===== src/rtl/alu_op_stage.sv =====
// Command sequencer around a combinational N-bit ALU: latches operands, captures
// the 2N-bit result, hands it downstream and keeps an accumulator for chaining.
module alu_op_stage #(
  parameter int N = 4
) (
  input  logic           Clock,
  input  logic           Resetn,
  input  logic           in_valid,
  output logic           in_ready,
  input  logic [N-1:0]   in_a,
  input  logic [N-1:0]   in_b,
  input  logic [1:0]     in_func,
  input  logic           in_acc,
  input  logic           acc_clr,
  output logic [N-1:0]   alu_a,
  output logic [N-1:0]   alu_b,
  output logic [1:0]     alu_func,
  input  logic [2*N-1:0] alu_out,
  output logic           out_valid,
  input  logic           out_ready,
  output logic [2*N-1:0] out_result,
  output logic [2*N-1:0] acc_value,
  output logic [7:0]     op_count
);

  typedef enum logic [1:0] {
    IDLE = 2'd0,
    EXEC = 2'd1,
    HOLD = 2'd2
  } state_t;

  state_t state;

  logic [N-1:0] next_b;
  logic         consume;

  // Handshake flags depend on state (and out_ready for back-to-back) only.
  assign in_ready  = (state == IDLE) || ((state == HOLD) && out_ready);
  assign out_valid = (state == HOLD);
  assign consume   = (state == HOLD) && out_ready;

  // In a back-to-back chain acc_value already holds the result being consumed.
  assign next_b = in_acc ? acc_value[N-1:0] : in_b;

  always_ff @(posedge Clock or negedge Resetn) begin
    if (!Resetn) begin
      state      <= IDLE;
      alu_a      <= '0;
      alu_b      <= '0;
      alu_func   <= '0;
      out_result <= '0;
      acc_value  <= '0;
      op_count   <= '0;
    end else begin
      case (state)
        IDLE: begin
          if (in_valid) begin
            alu_a    <= in_a;
            alu_b    <= next_b;
            alu_func <= in_func;
            state    <= EXEC;
          end
        end
        EXEC: begin
          out_result <= alu_out;
          acc_value  <= alu_out;
          state      <= HOLD;
        end
        HOLD: begin
          if (consume) begin
            op_count <= op_count + 8'd1;
            if (in_valid) begin
              alu_a    <= in_a;
              alu_b    <= next_b;
              alu_func <= in_func;
              state    <= EXEC;
            end else begin
              state <= IDLE;
            end
          end
        end
        default: state <= IDLE;
      endcase

      // Clear wins over the capture and the increment above.
      if (acc_clr) begin
        acc_value <= '0;
        op_count  <= '0;
      end
    end
  end

endmodule


===== config.mk =====
export PLATFORM = sky130hd
export DESIGN_NAME = alu_op_stage
export DESIGN_NICKNAME = d
export VERILOG_FILES = /design/src/rtl/alu_op_stage.sv
export SDC_FILE = /design/constraint.sdc
export NUM_CORES = 1
export LEC_CHECK = 0
export CELL_PAD_IN_SITES_DETAIL_PLACEMENT = 0
export CELL_PAD_IN_SITES_GLOBAL_PLACEMENT = 1
export CORE_ASPECT_RATIO = 2
export CORE_MARGIN = 4
export CORE_UTILIZATION = 33
export CTS_BUF_LIST = sky130_fd_sc_hd__clkbuf_8
export DETAILED_ROUTE_END_ITERATION = 16
export MAX_ROUTING_LAYER = met4
export PLACE_DENSITY_LB_ADDON = 0.1
export SLEW_MARGIN = 40
export SYNTH_ARGS = -nofsm -noshare
export SYNTH_HDL_FRONTEND = slang
export SYNTH_SLANG_ARGS = --single-unit
export TNS_END_PERCENT = 30

===== constraint.sdc =====
create_clock -name Clock -period 1.85 [get_ports Clock]
set_input_delay 0.185 -clock Clock [delete_from_list [all_inputs] [get_ports Clock]]
set_output_delay 0.185 -clock Clock [all_outputs]
set_load 0.05 [all_outputs]

==> Word-level counts from Yosys, hierarchy flattened <==
Cells that the tools add are included.
Widths: inputs -> output; s select.
{ "classes": {"addsub": 1, "n_eq_ne": 4, "mux": 19, "reduce_logical": 10} }
{ "op_table": {"columns": ["cell", "count"], "rows": [
  ["$mux 8", 5],
  ["$mux 4", 5],
  ["$pmux 4 s2", 2],
  ["$add 8x1->8 const B", 1],
  ["$mux 2", 4],
  ["$reduce_bool 2->1", 4],
  ["$pmux 2 s3", 1],
  ["$reduce_and 2->1", 3],
  ["$pmux 2 s2", 1],
  ["$eq 2x1->1 const B", 1],
  ["$eq 2x2->1 const B", 1],
  ["$logic_not 2->1", 1],
  ["$ne 2x1->1 const B", 1],
  ["$ne 2x2->1 const B", 1],
  ["$logic_and 1x1->1", 1],
  ["$logic_or 1x1->1", 1],
  ["$mux 1", 1]
]} }
{ "totals": {"register_bits": 36, "inputBits": 24, "output_inout_bits": 36, "wordCells": 41} }

==> Depth between registers and ports, before layout <==
{ "depth": {"depth_word": 5, "mapped_depth": 5, "depth_no_buf": 4} }

==> Worst setup path before layout <==
Ideal clock, no wire load.
{ "synth_path": {"path_kind": "flip-flop to flip-flop", "from": "register op_count[0]", "to": "register op_count[6]", "setup_ps": 78, "arrival_ps": 1530, "required_time_ps": 1772, "slack_ps": 242, "path_stages_with_launch": 5, "path_cell_list": "dfrtp_1 -> ha_1 -> nand4b_1 -> or3_1 -> a21oi_1"} }
{ "synth_between": {"elab_chain_len": 4} }
{ "synth_rtl": {"columns": ["element", "line", "source"], "rows": [
  ["start, declared", "23", "output logic [7:0] op_count"],
  ["start signal, assigned", "71", "op_count <= op_count + 8'd1;"],
  ["$add 8x1->8", "71", null],
  ["$mux 8", "70", "if (consume) begin"],
  ["$mux 8", "55", "case (state)"],
  ["$mux 8", "86", "if (acc_clr) begin"]
]} }
Every way passes these cells. The select of a mux whose other input is x is not followed.
A chain may end at the register's enable or synchronous reset.

==> Worst setup path in the final report <==
{ "layout_path": {"from": "register op_count[3]", "to": "output port op_count[3]"} }
No word-level cell between the ends.

==> flow_summary.toml <==
[route]
wirelength_um = 3590
top_layer = "met4"
vias = 1179
met1_length_um = 1430
wl_per_cell_um = 14.2
drt-initial-drc-count = 10
drc = 0
route.antenna.remaining_nets = 0
wl_met2_um = 1890
first_pass_iters = 4
vias_per_cell = 4.68
dr_wl_met3_um = 200

[grt]
antenna_found_initial = 0
grt_pass1_vias = 1235
track_usage_pct = 13.8
grt_max_degree = 37
grt-ovfl-total = 0
grt_pass1_wl_um = 6180

[clock_network]
hold_buffers = 0
post_cts_buffers = 0
cts_resized = 0
clkSinkCount = 36
cts-root-buf = "clkbuf_8"
htreeDepth = 2
clk_latency_ns = 0.28
cts_made_buffers = 5
clk_path_buf_depth = 2
clk_pin_slew_ns = 0.07
cts_tree = "built"

[synth]
yosysTopAreaCell = "dfrtp_1"
synthFlopType = "dfrtp_1"
synthTopCellsByCount = "dfrtp_1, nand2_1, a21oi_1, mux2_1"
yosysSeqAreaShare_pct = 59.6
synthArstFlopShare_pct = 100
ys_warn_count = 0
yosysMostFrequentCell = "dfrtp_1"
synth.area.top_cells = "dfrtp_1, nand2_1, mux2_1"
yosys.area.top_type_share_pct = 59.6
netlist_area_um2 = 1510
synth_edf_count = 0
synth_cells = 135
postSynthAreaPerCell_um2 = 11.2
ys_seq_elements = 36
synth_fp_nets = 160
synth.distinct_cells = 29

[setup_path]
timing_worst_setup_path_type = "flip-flop to primary output"
r2r.worst_path.cells = 3
cp.required_ns = 1.66
path_buf_inv = 1
crit_end = "op_count[3]"
r2r_slack_ns = 0.35
cp_slowest_stage_delay_ns = 0.84
crit_start = "op_count[3]$_DFFE_PN0P_"
end_kind = "primary output"
crit_fanout = 6
worst_ep_arrival_time_ns = 1.55
startpoint_type = "flip-flop"
regToRegEndpoint = "op_count[7]$_DFFE_PN0P_"
r2r-start = "state[0]$_DFFE_PN0P_"
worst_path_max_delay_cell = "clkdlybuf4s50_1"
path_depth = 1
crit_chain = "clkdlybuf4s50_1"
path_delay_family = "buffers and inverters"

[floorplanning]
die-area_um2 = 5800
rows = 34
start_util_pct = 34.5
fp.dieH_um = 104
die_x_um = 55.9
ios = 60
coreArea_um2 = 4380

[flow_run]
cap_violations = 0

[final_layout]
antennaDiodeCount = 0
layout-drive-gt1-share_pct = 9.60
fin_nets = 223
areaGrowthSynthToFinish_pct = 48.3

[timing]
final_max_slew_viol_count = 0
fmax_mhz = 578
hold_viol = 0
rsz0062_at_grt = "no"
finalSetupViolCount = 0
slew_headroom_pct = 59.2
finalSetupTns_ns = 0
fin_skew_ns = 0.00701
holdWs_ns = 0.400
tightestPinTransition_ns = 0.612
period_needed_ns = 1.73
finalCritPeriodShare_pct = 93.5

[placed_design]
dp_hpwl_um = 2670
port_buffers = 59
gp_routability_congestion = 0.755

[power]
irDropWorstVdd_v = 0.000604
power.density_nw_per_um2 = 1200
static-leakage-power_nw = 0.999

[outcome]
status = "completed"

[hold_path]
hold_path.class = "input pin to async pin"
==> placed cells by master, fill, tap and decap left out <==
| cell | synthesis | layout |
|---|---|---|
| o21ai_0 | 3 | 3 |
| clkdlybuf4s50_1 | 0 | 55 |
| inv_1 | 2 | 3 |
| nand3b_4 | 1 | 1 |
| mux2_1 | 10 | 10 |
| or4_1 | 2 | 2 |
| a21oi_1 | 12 | 12 |
| ha_1 | 1 | 1 |
| and2b_1 | 1 | 1 |
| mux2i_1 | 1 | 1 |
| nor2_1 | 5 | 5 |
| nand3_1 | 1 | 1 |
| nand2_1 | 34 | 34 |
| o31ai_1 | 2 | 2 |
| clkinv_2 | 0 | 1 |
| nor4_1 | 1 | 1 |
| nand4b_1 | 1 | 1 |
| dlygate4sd3_1 | 0 | 1 |
| nor2b_1 | 3 | 3 |
| clkbuf_8 | 0 | 5 |
| buf_12 | 0 | 1 |
| xor2_1 | 1 | 1 |
| nand4_1 | 1 | 1 |
| nor3b_2 | 1 | 1 |
| or3_1 | 2 | 2 |
| or2b_1 | 1 | 1 |
| buf_4 | 0 | 5 |
| nand2b_1 | 1 | 1 |
| dfrtp_1 | 36 | 36 |
| mux2_2 | 5 | 5 |
| xnor2_1 | 1 | 1 |
==> per-stage QoR <==
step | cell area, um^2 | utilization, % | setup WS [ns] | total power [mW] | std cells
floorplan | 1510 | - | 0.242 | 1.77 | 135
global placement | 2150 | 49.1 | 0.162 | 2.20 | 244
detailed placement | 2150 | 49.1 | 0.135 | 2.22 | 244
CTS | 2230 | 50.9 | 0.100 | 2.74 | 251
global route | 2240 | 51.2 | 0.0498 | 2.84 | 252
finish | 2240 | 51.2 | 0.119 | 2.70 | 252
==> power by group <==
| group | switching (mW) | internal (mW) | total, mW |
|---|---|---|---|
| sequential | 0.0932 | 0.937 | 1.03 |
| combinational | 0.754 | 0.405 | 1.16 |
| clock | 0.258 | 0.250 | 0.508 |
| total | 1.10 | 1.59 | 2.70 |
==> cells by family (layout without fill, tap and decap cells) <==
kind of cell    count (synthesis)  after routing  share of synthesized area (%)
mux                            16             16                           11.8
xor+xnor                        2              2                           1.16
compound gates                 17             17                           5.95
simple gates                   55             55                           18.0
fa+ha+maj                       1              1                          0.827
flops                          36             36                           59.6
buf+inv                         8             71                           2.65
==> area by class of cell <==
class                      count  area, um^2
timing repair buffer          62         618
sequential                    36         901
tap                           54        67.6
clock inverter                 2        8.76
fill                         414        2140
inverter                       2        7.51
clock buffer                   5        68.8
multi-input combinational     91         572
==> worst min path at each step <==
stage / endpoint / depth (start not counted)
2_1_floorplan: acc_value[0]$_DFFE_PN0P_ / 0
3_3_place_gp: out_result[1]$_DFFE_PN0N_ / 1
3_5_place_dp: out_result[1]$_DFFE_PN0N_ / 1
4_1_cts: out_result[1]$_DFFE_PN0N_ / 1
5_1_grt: out_result[1]$_DFFE_PN0N_ / 2
6_report: out_result[1]$_DFFE_PN0N_ / 2
==> routing by layer <==
layer / up-vias / GRT usage, %
met1: 551 / 15.3
met5: - / -
met3: 6 / 3.74
li1: 580 / -
met4: 0 / 5.09
met2: 42 / 23.4
==> registers in the layout, summed over array words and instances, names as in the netlist <==
name / flops
acc_value: 8
alu_a: 4
alu_b: 4
alu_func: 2
op_count: 8
out_result: 8
state: 2
==> worst register-to-register path, cell delays in order (launching register included) <==
cell,delay (ns)
dfrtp_1,0.47
nand3b_4,0.24
nor4_1,0.33
mux2_1,0.35
(Power assumes the default switching activity.)
